**config.mk**
```make
export PLATFORM = sky130hd
export DESIGN_NAME = pulse_encoder
export DESIGN_NICKNAME = d
export VERILOG_FILES = /design/src/rtl/pulse_pkg.sv /design/src/rtl/pulse_down_counter.sv /design/src/rtl/pulse_encoder.sv
export SDC_FILE = /design/constraint.sdc
export NUM_CORES = 1
export LEC_CHECK = 0
export ABC_AREA = 0
export ABC_CLOCK_PERIOD_IN_PS = 2100
export BUFFER_PORTS_ARGS = -buffer_cell sky130_fd_sc_hd__buf_2
export CORE_AREA = 2 2 39 41
export CTS_BUF_LIST = sky130_fd_sc_hd__clkbuf_4 sky130_fd_sc_hd__clkbuf_8 sky130_fd_sc_hd__clkbuf_16
export DETAILED_ROUTE_END_ITERATION = 12
export DIE_AREA = 0 0 41 43
export PLACE_DENSITY = 0.71
export SLEW_MARGIN = 40
export SYNTH_ARGS = -nofsm -noshare
export SYNTH_HDL_FRONTEND = slang
export SYNTH_HIERARCHICAL = 1
export SYNTH_SLANG_ARGS = --single-unit
```
**constraint.sdc**
```tcl
create_clock -name clock -period 2.1 [get_ports clock]
set_input_delay 0.315 -clock clock [delete_from_list [all_inputs] [get_ports clock]]
set_output_delay 0.315 -clock clock [all_outputs]
set_load 0.02 [all_outputs]
```
**src/rtl/pulse_pkg.sv**
```systemverilog
// Shared types and defaults for the pulse-duration link (encoder and receiver).
package pulse_pkg;

  typedef enum logic [1:0] {
    IDLE  = 2'd0,
    PULSE = 2'd1,
    GAP   = 2'd2
  } pulse_enc_state_t;

  localparam int DEFAULT_MAX_VALUE  = 8;
  localparam int DEFAULT_GAP_CYCLES = 2;

  // Bits needed to hold 0..max; sizes both the encoder input and receiver output.
  function automatic int value_width(input int max);
    return $clog2(max + 1);
  endfunction

endpackage

```
**src/rtl/pulse_down_counter.sv**
```systemverilog
// Loadable down-counter; load wins over dec, is_one flags the terminal count.
module pulse_down_counter #(
  parameter int WIDTH = 4
) (
  input  logic             clock,
  input  logic             reset_n,
  input  logic             load,
  input  logic [WIDTH-1:0] load_value,
  input  logic             dec,
  output logic [WIDTH-1:0] count,
  output logic             is_one
);

  always_ff @(posedge clock or negedge reset_n) begin
    if (!reset_n) begin
      count <= '0;
    end else if (load) begin
      count <= load_value;
    end else if (dec) begin
      count <= count - WIDTH'(1);
    end
  end

  assign is_one = (count == WIDTH'(1));

endmodule

```
**src/rtl/pulse_encoder.sv**
```systemverilog
// Value-to-pulse encoder: drives the line high for MAX_VALUE - v cycles, then a guard gap.
// Optional PULSE_ENCODER_RANGE_ERR_EN adds a sticky range_err output for clamped inputs.
//
// state | meaning
// IDLE  | line low, in_ready high, waiting for a value
// PULSE | line high, counter holds remaining high cycles
// GAP   | line low, counter holds remaining guard cycles
module pulse_encoder
  import pulse_pkg::*;
#(
  parameter int MAX_VALUE  = DEFAULT_MAX_VALUE,
  parameter int GAP_CYCLES = DEFAULT_GAP_CYCLES,
  localparam int VW = value_width(MAX_VALUE)
) (
  input  logic          clock,
  input  logic          reset_n,
  input  logic          in_valid,
  output logic          in_ready,
  input  logic [VW-1:0] in_value,
  output logic          outgoing_line,
  output logic          busy,
  output logic          done
`ifdef PULSE_ENCODER_RANGE_ERR_EN
  ,
  output logic          range_err
`endif
);

  localparam int GW = value_width(GAP_CYCLES);
  localparam int CW = (VW > GW) ? VW : GW;
  localparam logic [VW-1:0] MAX_V    = VW'(MAX_VALUE);
  localparam logic [CW-1:0] GAP_LOAD = CW'(GAP_CYCLES);

  pulse_enc_state_t state, state_next;
  logic             line_next;
  logic             done_next;
  logic             over_range;
  logic [VW-1:0]    clamped;
  logic [CW-1:0]    duration;
  logic             cnt_load;
  logic [CW-1:0]    cnt_load_value;
  logic             cnt_dec;
  logic [CW-1:0]    cnt;
  logic             cnt_is_one;

  assign over_range = (in_value > MAX_V);
  assign clamped    = over_range ? MAX_V : in_value;
  assign duration   = CW'(MAX_V - clamped);
  assign in_ready   = (state == IDLE);
  assign busy       = (state != IDLE);

  pulse_down_counter #(.WIDTH(CW)) u_counter (
    .clock      (clock),
    .reset_n    (reset_n),
    .load       (cnt_load),
    .load_value (cnt_load_value),
    .dec        (cnt_dec),
    .count      (cnt),
    .is_one     (cnt_is_one)
  );

  always_ff @(posedge clock or negedge reset_n) begin
    if (!reset_n) begin
      state         <= IDLE;
      outgoing_line <= 1'b0;
      done          <= 1'b0;
    end else begin
      state         <= state_next;
      outgoing_line <= line_next;
      done          <= done_next;
    end
  end

  always_comb begin
    state_next     = state;
    line_next      = 1'b0;
    done_next      = 1'b0;
    cnt_load       = 1'b0;
    cnt_load_value = '0;
    cnt_dec        = 1'b0;
    case (state)
      IDLE: begin
        if (in_valid) begin
          cnt_load = 1'b1;
          if (duration != '0) begin
            cnt_load_value = duration;
            state_next     = PULSE;
            line_next      = 1'b1;
          end else begin
            cnt_load_value = GAP_LOAD;
            state_next     = GAP;
            done_next      = 1'b1;
          end
        end
      end
      PULSE: begin
        if (cnt_is_one) begin
          cnt_load       = 1'b1;
          cnt_load_value = GAP_LOAD;
          state_next     = GAP;
          done_next      = 1'b1;
        end else begin
          cnt_dec   = 1'b1;
          line_next = 1'b1;
        end
      end
      GAP: begin
        cnt_dec = (cnt != '0);
        // A zero count also exits, so the gap can never lock the encoder up.
        if (cnt <= CW'(1)) begin
          state_next = IDLE;
        end
      end
      default: begin
        state_next = IDLE;
      end
    endcase
  end

`ifdef PULSE_ENCODER_RANGE_ERR_EN
  always_ff @(posedge clock or negedge reset_n) begin
    if (!reset_n) begin
      range_err <= 1'b0;
    end else if (in_valid && in_ready && over_range) begin
      range_err <= 1'b1;
    end
  end
`endif

endmodule

```
==> results by group, run 1 <==
Synthesis
  • Largest area contributor in the netlist: dfrtp_1
  • Netlist Area Pre-Place: 614 sq um
  • Mapped Nets: 80
  • Cells after Synth: 67
  • Top cell type's share of synthesized area: 32.6%
  • Yosys warns: 6
  • Sequential share of the synthesized area: about a third
  • Avg Synthesized Cell Area: 9.17 sq um
  • Synth top area cells: dfrtp_1 33%, ha_1 12%, o21ai_0 5.7%
  • Distinct cell type count of the synthesized netlist: 25
  • #FFs+latches synth: 8

Critical path
  • CP Capture Type: flop
  • CP Cell Sequence: inv_1 > ha_1 > nor3b_1 > nand2b_1 > a31oi_2 > nor4b_4 > xor2_1 > mux2_2
  • CP Class: reg -> reg
  • Worst R2R End: u_counter/count[3]$_DFFE_PN0P_
  • Max incr delay on CP: 0.42 ns
  • Worst setup SP type: flop
  • R2r worst-path depth: 8
  • R2R setup slack: 0.19 ns
  • Worst endpoint required time: 2.25 ns
  • Slowest cell on crit path: dfrtp_1
  • CP Max Fanout: 4
  • Arrival time at the worst endpoint: between 2 and 2.5 ns
  • Reg2reg start: u_counter/count[1]$_DFFE_PN0P_

Clock tree
  • CTS tree: built
  • Clk root buf: clkbuf_4
  • Htree depth: 1
  • Clock Sinks: 8
  • Worst-skew pair later-pin latency: approximately 0.26 ns
  • TritonCTS buffer count: 3
  • Clock Path Buffers: 2
  • Worst-path clk slew: 0.06 ns

Die
  • Initial Utilization: 44.4%
  • Core Area: 1380 sq um
  • Die height: 43 um
  • DIE AREA: 1760 sq um
  • Site Rows: 14
  • Ports: 11
  • Die width: 41 um

Cells and area
  • Layout overhead on the synthesized area: 21.4%
  • Diode count: 0
  • Nets: ~100
  • Ratio of cells with drive above 1 in the final layout: 27.4%
  • Most common cell after layout, fill and taps aside: buf_2
  • Most frequent cells in the layout: 10 x buf_2, 9 x nand2_1, 8 x dfrtp_1, 7 x o21ai_0

Timing
  • Post-route clock period utilization: about nine tenths
  • Final max-slew violation count: 0
  • Slew HR: 75.9%
  • Final Setup Violations: 0
  • Hold Vio Cnt, Final: 0
  • Final worst setup slack: 0.194 ns
  • Final min period: approximately 1.9 ns
  • Measured slew at the worst slew-check pin: between 0.3 and 0.4 ns
  • Max Fclk: 525 MHz
  • Total negative slack: 0 ns
  • Setup Skew: 0.000591 ns

GRT
  • Initial antenna violation count: 0
  • GR Util All Layers: between 10% and 20%
  • Vias in the first global route: 525
  • Global-route wire length before repair: 2270 um
  • Largest net degree at the start of global routing: 9
  • Global route overflow: 0

Min path
  • Min-Delay Path Class: in -> async

Routing
  • Total Routed Length: 1310 um
  • Via total after detailed routing: 550
  • Via density: 5.50
  • TritonRoute pass-1 iters: 4
  • Post-route antenna net violation count: 0
  • DRC violations left: 0
  • Initial DRC Count: 22
  • Drt wl/cell: 13.1 um

Placement
  • IO buf count: 10
  • RD Place Congestion: 0.772
  • Place WS: 0.168 ns
  • DP HPWL: between 1000 and 1500 um

Pwr
  • Final Power: 948 uW
  • Power per cell area: between 1000 and 1500 nW/um^2
  • Peak supply drop: 0.587 mV
  • Static leakage: 0.000353 uW

Status
  • Status: complete, no violations

Flow run
  • Max cap viols: 0
==> what timing repair did <==
action / 4_1_cts / 5_1_grt
hold endpoints to repair: 8 / 0
setup buffers: 0 / 0
resized for setup: 0 / 1
setup endpoints to repair: 0 / 2
hold buffers: 1 / 0
==> Yosys cell counts (all sizes together) <==
cell type and number:
a2bb2oi 1, nor3b 1, nor2b 3, o211ai 1, a221oi 1, o31ai 3, or2 1, xnor2 2
nor3 2, xor2 2, o21ai 7, inv 6, nor4 1, nand2 9, mux2 2, o31a 1
nor4b 1, o21a 1, a31oi 1, ha 6, nand2b 4, o21ba 1, nor2 2, dfrtp 8
==> flip-flops by register name, indices dropped and copies added (netlist names) <==
register,cells
u_counter/count,4
outgoing_line,1
done,1
state,2
==> logic make-up (layout without fill, tap and decap cells) <==
kind of cell / Yosys count / in the layout / share of synthesized area (%)
AO/OA/AOI/OAI: 17 / 17 / 18.7
multiplexers: 2 / 2 / 3.67
AND/OR/NAND/NOR: 24 / 24 / 23.4
adder cells (fa/ha/maj): 6 / 6 / 12.2
XOR/XNOR: 4 / 4 / 5.70
buffers and inverters: 6 / 23 / 3.67
flip-flops: 8 / 8 / 32.6
==> metrics by stage <==
step           hold WS (ns)  instance area (sq um)  instances  utilization, %
6_report              0.430                    746        100            53.9
5_1_grt               0.450                    746        100            53.9
4_1_cts               0.426                    739        100            53.4
3_5_place_dp          0.173                    707         96            51.1
3_3_place_gp          0.168                    707         96            51.1
2_1_floorplan        0.0194                    614         67               -
==> layer usage <==
metal	up-vias	global-route usage [%]	share of wire, %
met1	259	23.9	42
met3	4	3.14	2.7
met4	0	16.0	3.7
li1	272	-	-
met2	15	29.4	52
met5	-	0	0
==> cell type report <==
| cell class | instances | area [sq um] |
|---|---|---|
| multi-input combinational | 53 | 398 |
| sequential | 8 | 200 |
| fill | 125 | 638 |
| inverter | 6 | 22.5 |
| tap | 16 | 20.0 |
| timing repair buffer | 14 | 82.6 |
| clock buffer | 3 | 22.5 |
==> where the power goes <==
group / internal, uW / switching, uW
clock network: 66.1 / 61.8
logic: 255 / 301
registers: 212 / 52.0
==> worst max-delay path, delay by kind of cell, from the launching register on <==
kind	cells	cell delay, ns
AO/OA/AOI/OAI	1	0.11
XOR/XNOR	1	0.14
adder cells (fa/ha/maj)	1	0.14
buffers and inverters	1	0.12
flip-flops	1	0.42
multiplexers	1	0.26
AND/OR/NAND/NOR	3	0.60
==> how the worst max path moves through the flow <==
| stage | startpoint | endpoint | cells past startpoint |
|---|---|---|---|
| floorplan | u_counter/count[1]$_DFFE_PN0P_ | u_counter/count[3]$_DFFE_PN0P_ | 8 |
| CTS | u_counter/count[1]$_DFFE_PN0P_ | u_counter/count[3]$_DFFE_PN0P_ | 8 |
| global placement | u_counter/count[1]$_DFFE_PN0P_ | u_counter/count[3]$_DFFE_PN0P_ | 8 |
| global route | u_counter/count[1]$_DFFE_PN0P_ | u_counter/count[1]$_DFFE_PN0P_ | 8 |
| detailed placement | u_counter/count[1]$_DFFE_PN0P_ | u_counter/count[3]$_DFFE_PN0P_ | 8 |
| finish | u_counter/count[1]$_DFFE_PN0P_ | u_counter/count[3]$_DFFE_PN0P_ | 8 |
No activity file was read; power rests on OpenSTA's default activity.
==> inputs of run 2 (changes only) <==
Settings changed: GPL_ROUTABILITY_DRIVEN set to 0, SYNTH_HIERARCHICAL 1 to not set.
==> run 2 against run 1 <==
Clock power fell by 3%. Synthesized cell count rose by 3.0%. Sequential power up 8.0%. Core utilization shrank 1.8 points. Combinational power grew 13%. Worst setup slack improved by 0.14 ns. Die area unchanged. Area after synthesis rose by 0.61%. Critical path depth fell by 2. Worst hold slack lost 0.12 ns.
==> results by group, run 2 <==
Clock tree
  • Htree depth: 1
  • Clock Path Buffers: 2
  • Worst-path clk slew: 0.06 ns
  • TritonCTS buffer count: 3
  • Worst-skew pair later-pin latency: 0.26 ns
  • Clock Sinks: 8
  • CTS tree: built
  • Clk root buf: clkbuf_4

GRT
  • Largest net degree at the start of global routing: 9
  • Initial antenna violation count: 0
  • GR Util All Layers: 18.8%
  • Global route overflow: 0
  • Global-route wire length before repair: 2210 um
  • Vias in the first global route: 506

Min path
  • Worst Hold Path EP: u_counter.count[0]$_DFFE_PN0P_
  • Hold Path Cell Cnt: 2
  • Min-Delay Path Class: in -> reg
  • Hold path start: in_value[0]

Critical path
  • Arrival time at the worst endpoint: 1.97 ns
  • Worst setup SP type: flop
  • Worst R2R End: state[0]$_DFFE_PN0P_
  • CP Max Fanout: 5
  • Reg2reg start: u_counter.count[0]$_DFFE_PN0P_
  • R2r worst-path depth: 6
  • CP Capture Type: flop
  • Worst endpoint required time: 2.30 ns
  • R2R setup slack: roughly 0.33 ns
  • CP Class: reg -> reg

Routing
  • Drt wl/cell: 13.2 um
  • Initial DRC Count: 12
  • Via density: 5.64
  • Via total after detailed routing: 558
  • DRC violations left: 0
  • Total Routed Length: between 1000 and 1500 um
  • TritonRoute pass-1 iters: 4
  • Post-route antenna net violation count: 0

Synthesis
  • Synth top area cells: dfrtp_1 32%, ha_1 12%, nand2b_1 5.1%
  • Count leader, synth: dfrtp_1
  • Top cell type's share of synthesized area: between 30% and 40%
  • Leading register cell type out of synthesis: dfrtp_1
  • FFs w/ async S/R, synth: between 90% and 100%
  • Mapped Nets: 82
  • Yosys warns: 0
  • Sequential share of the synthesized area: 32.4%
  • #FFs+latches synth: 8
  • Cells after Synth: 69
  • Distinct cell type count of the synthesized netlist: 29
  • Largest area contributor in the netlist: dfrtp_1
  • Avg Synthesized Cell Area: 8.96 sq um
  • Synth cell count leaders: 8 x dfrtp_1, 7 x inv_1, 6 x ha_1, 6 x nand2_1, 5 x nand2b_1
  • Post-synth EDFFs: 0
  • Netlist Area Pre-Place: 618 sq um

Cells and area
  • Most common cell after layout, fill and taps aside: buf_2
  • Max reg flops: 4
  • Layout overhead on the synthesized area: 16.6%
  • Nets: a little under 100
  • Biggest regs: u_counter.count: 4 flops, state: 2 flops
  • Most frequent cells in the layout: 10 x buf_2, 8 x dfrtp_1, 7 x inv_1, 6 x nand2_1, 6 x ha_1
  • Ratio of cells with drive above 1 in the final layout: 21.7%
  • Finished Layout Cells: 99
  • Diode count: 0
  • Largest Register: u_counter.count

Pwr
  • Peak supply drop: 0.597 mV
  • Power per cell area: 1440 nW/um^2
  • Static leakage: 0.000348 uW

Timing
  • RSZ-0062 raised after global routing: false
  • Final Setup Violations: 0
  • Final max-slew violation count: 0
  • Total negative slack: 0 ns
  • Measured slew at the worst slew-check pin: 0.287 ns
  • Setup Skew: 0.00150 ns
  • Slew HR: 80.8%
  • Max Fclk: 565 MHz
  • Final min period: 1.77 ns
  • Post-route clock period utilization: 84.2%
  • Hold Vio Cnt, Final: 0

Die
  • Die width: 41 um
  • Die height: ~43 um
  • Ports: 11
  • Core Area: 1380 sq um
  • Site Rows: 14
  • Initial Utilization: 44.7%
  • DIE AREA: 1760 sq um

Status
  • Status: complete, no violations

Placement
  • IO buf count: 10
  • DP HPWL: 1030 um
  • # placed instances: 95

Flow run
  • Max cap viols: 0
run 2: area by class of cell:
| cell class | count | area (sq um) |
|---|---|---|
| clock buffers | 3 | 22.5 |
| fillers | 124 | 663 |
| inverters | 7 | 26.3 |
| multi-input cells | 54 | 392 |
| flip-flops and latches | 8 | 200 |
| well taps | 16 | 20.0 |
| repair buffers | 11 | 60.1 |
run 2: through the flow:
| stage | power, uW | hold slack, ns | utilization, % | area (sq um) | setup WS (ns) |
|---|---|---|---|---|---|
| 6_report | 1040 | 0.310 | 52.1 | 721 | 0.331 |
| 5_1_grt | 1120 | 0.318 | 52.1 | 721 | 0.223 |
| 4_1_cts | 1030 | 0.322 | 52.1 | 721 | 0.340 |
| 3_5_place_dp | 906 | 0.172 | 49.7 | 688 | 0.367 |
| 3_3_place_gp | 902 | 0.170 | 49.7 | 688 | 0.342 |
| 2_1_floorplan | 765 | 0.0194 | - | 618 | 0.490 |
run 2: kinds of logic (layout without fill, tap and decap cells):
group           Yosys count  after routing  synth area share, %
fa+ha+maj                 6              6                 12.1
compound gates           20             20                 23.9
simple gates             24             24                 21.3
buf+inv                   7             21                 4.25
flops                     8              8                 32.4
mux                       1              1                 1.82
xor+xnor                  3              3                 4.25
run 2: worst max-delay path by stage:
stage	start	end	cells after the start
4_1_cts	u_counter.count[0]$_DFFE_PN0P_	u_counter.count[1]$_DFFE_PN0P_	6
3_5_place_dp	u_counter.count[0]$_DFFE_PN0P_	u_counter.count[1]$_DFFE_PN0P_	6
5_1_grt	u_counter.count[0]$_DFFE_PN0P_	u_counter.count[1]$_DFFE_PN0P_	6
3_3_place_gp	state[1]$_DFFE_PN0P_	u_counter.count[1]$_DFFE_PN0P_	6
2_1_floorplan	state[0]$_DFFE_PN0P_	u_counter.count[3]$_DFFE_PN0P_	6
6_report	u_counter.count[0]$_DFFE_PN0P_	state[0]$_DFFE_PN0P_	6
run 2: where the power goes:
part | switching [uW] | internal, uW
Clock | 58.3 | 65.8
Combinational | 349 | 278
Sequential | 62.8 | 223
run 2: timing repair:
item / CTS / global route
buffers inserted: 0 / 0
resized for setup: 0 / 0
hold buffers: 1 / 0
hold endpoints to repair: 8 / 0
endpoints found under the setup margin: 0 / 0
run 2: critical path, stage by stage, from the launching register on:
cell	delay, ns
dfrtp_1	0.43
inv_1	0.08
ha_1	0.23
or3b_1	0.37
a21o_1	0.22
a211o_1	0.30
nand3_1	0.08
run 2: layer usage:
metal  share of wire [%]  wire, um  up-vias  GRT usage, %
li1                    -         -      278             -
met1                  47       611      262          24.9
met2                  47       613       13          26.9
met3                 3.4        44        5          3.14
met4                 2.7        35        0          12.0
met5                   0         0        -             0
==> inputs of run 3 (changes only) <==
Settings changed: ABC_CLOCK_PERIOD_IN_PS 2100 to 1790.
Clock period 2.1 ns to 1.79 ns, I/O delays scaled along.
==> run 3 against run 2 <==
Worst hold slack lost 0.029 ns. Critical endpoint is now u_counter.count[3]$_DFFE_PN0P_. Clock-buffer cell count is the same. Highest routed layer unchanged. Largest power group unchanged. Design area grew 11%. Via count grew 5.4%. Register-to-register slack lost 0.26 ns. Critical path type unchanged. Maximum frequency grew 2.7%. Non-clock buffer count grew 6. Global-route usage grew 2.2 points. Core utilization grew 5.8 points. Die area is the same.
==> results by group, run 3 (synthesis gave the netlist of run 2 again) <==
Clock tree
  • Htree depth: 1
  • CTS tree: built
  • Worst-skew pair later-pin latency: between 0.2 and 0.3 ns
  • Clock Sinks: 8
  • TritonCTS buffer count: 3
  • Worst-path clk slew: 0.05 ns
  • Clk root buf: clkbuf_4
  • Clock Path Buffers: 2

Die
  • DIE AREA: 1760 sq um
  • Initial Utilization: between 40 and 50%
  • Core Area: ~1400 sq um
  • Die height: ~43 um
  • Die width: roughly 41 um
  • Ports: 11
  • Site Rows: 14

Critical path
  • Worst setup SP type: flop
  • CP Cell Sequence: inv_1 > ha_1 > or4b_4 > a31oi_2 > xnor2_1 > o21ai_2
  • Reg2reg start: state[0]$_DFFE_PN0P_
  • Worst R2R End: u_counter.count[3]$_DFFE_PN0P_
  • CP Max Fanout: 4
  • Crit path launch: state[0]$_DFFE_PN0P_
  • CP Capture Type: flop
  • R2R setup slack: 0.07 ns
  • Max incr delay on CP: 0.46 ns
  • WP buf/inv: 1
  • Slowest cell on crit path: or4b_4
  • Crit path max-delay family: simple AND/OR/NAND/NOR gates
  • Arrival time at the worst endpoint: 1.87 ns
  • CP Class: reg -> reg
  • Worst endpoint required time: 1.94 ns
  • R2r worst-path depth: 6

Routing
  • Initial DRC Count: 13
  • DRC violations left: 0
  • Post-route antenna net violation count: 0
  • Total Routed Length: 1390 um
  • Routed met2 length: 673 um
  • Via total after detailed routing: 588
  • Drt wl/cell: 13.3 um
  • Via density: ~5.6
  • Max layer used: met4
  • Met3 WL post-DR: 58 um
  • Post-Route M1 WL: 625 um
  • TritonRoute pass-1 iters: 4

GRT
  • Global route overflow: 0
  • Global-route wire length before repair: 2390 um
  • Initial antenna violation count: 0
  • GR Util All Layers: 20.9%
  • Vias in the first global route: between 500 and 600
  • Largest net degree at the start of global routing: 9

Status
  • Status: complete, no violations

Timing
  • Slew HR: between 70% and 80%
  • Final max-slew violation count: 0
  • Worst Hold Slack: 0.280 ns
  • Final min period: 1.72 ns
  • Total negative slack: 0 ns
  • Measured slew at the worst slew-check pin: around 0.31 ns
  • Max Fclk: 581 MHz
  • Hold Vio Cnt, Final: 0
  • Post-route clock period utilization: a little over nine tenths
  • RSZ-0062 raised after global routing: true
  • Setup Skew: 0.00434 ns
  • Final Setup Violations: 0

Cells and area
  • Most common cell after layout, fill and taps aside: buf_2
  • Multi-input logic area: approximately 430 sq um
  • Fillers: 114
  • Max reg flops: 4
  • Ratio of cells with drive above 1 in the final layout: ~34%
  • Register Area: approximately 200 sq um
  • Finished Layout Cells: between 100 and 150
  • Layout overhead on the synthesized area: 29.6%
  • Most frequent cells in the layout: 10 x buf_2, 8 x dfrtp_1, 7 x inv_1, 6 x buf_4
  • Biggest regs: u_counter.count: 4 flops, state: 2 flops
  • Finished Core Util: 57.9%
  • Nets: ~100
  • Largest Register: u_counter.count
  • Diode count: 0

Min path
  • Hold Path Cell Cnt: 2
  • Worst Hold Path EP: u_counter.count[0]$_DFFE_PN0P_
  • Hold path start: in_value[0]
  • Min-Delay Path Class: in -> reg

Placement
  • IO buf count: 10
  • DP HPWL: approximately 1000 um
  • # placed instances: 99

Pwr
  • Clock group share of total power: 9.9%
  • Net Switching: 614 uW
  • Internal: approximately 770 uW
  • Seq pwr share: 24.2%
  • Peak supply drop: 0.816 mV
  • Switch share: 44.5%
  • Power per cell area: 1720 nW/um^2
  • Comb pwr share: 65.9%
  • Static leakage: 0.000388 uW
  • Final Power: 1380 uW

Flow run
  • Max cap viols: 0
==> run 3: changes by cell type in the layout (fill, tap and decap cells not counted), sizes merged <==
| cell | change |
|---|---|
| buf | +6 |
==> run 3: final cells by class <==
| cell class | instances | share of cell area, % |
|---|---|---|
| inverters | 7 | 3.28 |
| flip-flops and latches | 8 | 25.0 |
| clock buffers | 3 | 2.81 |
| repair buffers | 17 | 13.1 |
| well taps | 16 | 2.50 |
| multi-input cells | 54 | 53.3 |
==> run 3: worst max path at each step <==
stage / endpoint / slack (ns) / cells after the start
6_report: u_counter.count[3]$_DFFE_PN0P_ / 0.07 / 6
5_1_grt: u_counter.count[1]$_DFFE_PN0P_ / -0.02 / 6
4_1_cts: u_counter.count[2]$_DFFE_PN0P_ / 0.006 / 6
3_5_place_dp: u_counter.count[2]$_DFFE_PN0P_ / 0.03 / 6
3_3_place_gp: u_counter.count[3]$_DFFE_PN0P_ / 0.06 / 6
2_1_floorplan: u_counter.count[3]$_DFFE_PN0P_ / 0.18 / 6
==> run 3: layer usage <==
layer	vias up	track usage, %
met4	0	14.0
met5	-	0
li1	291	-
met2	18	29.4
met1	274	27.5
met3	5	4.71
==> run 3: timing repair <==
| item | CTS | global route |
|---|---|---|
| endpoints found under the setup margin | 0 | 3 |
| resized for setup | 0 | 7 |
| setup buffers | 0 | 2 |
| hold buffers | 1 | 0 |
| hold endpoints to repair | 8 | 0 |
==> run 3: power by group through the flow <==
| stage | logic, uW | clock network, uW | registers, uW |
|---|---|---|---|
| 2_1_floorplan | 560 | 0 | 337 |
| 3_3_place_gp | 783 | 0 | 330 |
| 3_5_place_dp | 796 | 0 | 331 |
| 4_1_cts | 804 | 142 | 329 |
| 5_1_grt | 1010 | 156 | 347 |
| 6_report | 909 | 136 | 335 |
==> run 3: through the flow <==
| step | worst slack (ns) | instance area, sq um |
|---|---|---|
| after detailed placement | 0.0269 | 718 |
| after CTS | 0.00636 | 751 |
| after global placement | 0.0638 | 718 |
| after floorplan | 0.180 | 618 |
| final | 0.0681 | 801 |
| after global routing | -0.0244 | 801 |
==> run 3: worst reg2reg max path: stages (launching register included) <==
cell     delay (ns)
dfrtp_1        0.38
inv_1          0.08
ha_1           0.31
or4b_4         0.46
a31oi_2        0.17
xnor2_1        0.15
o21ai_2        0.06
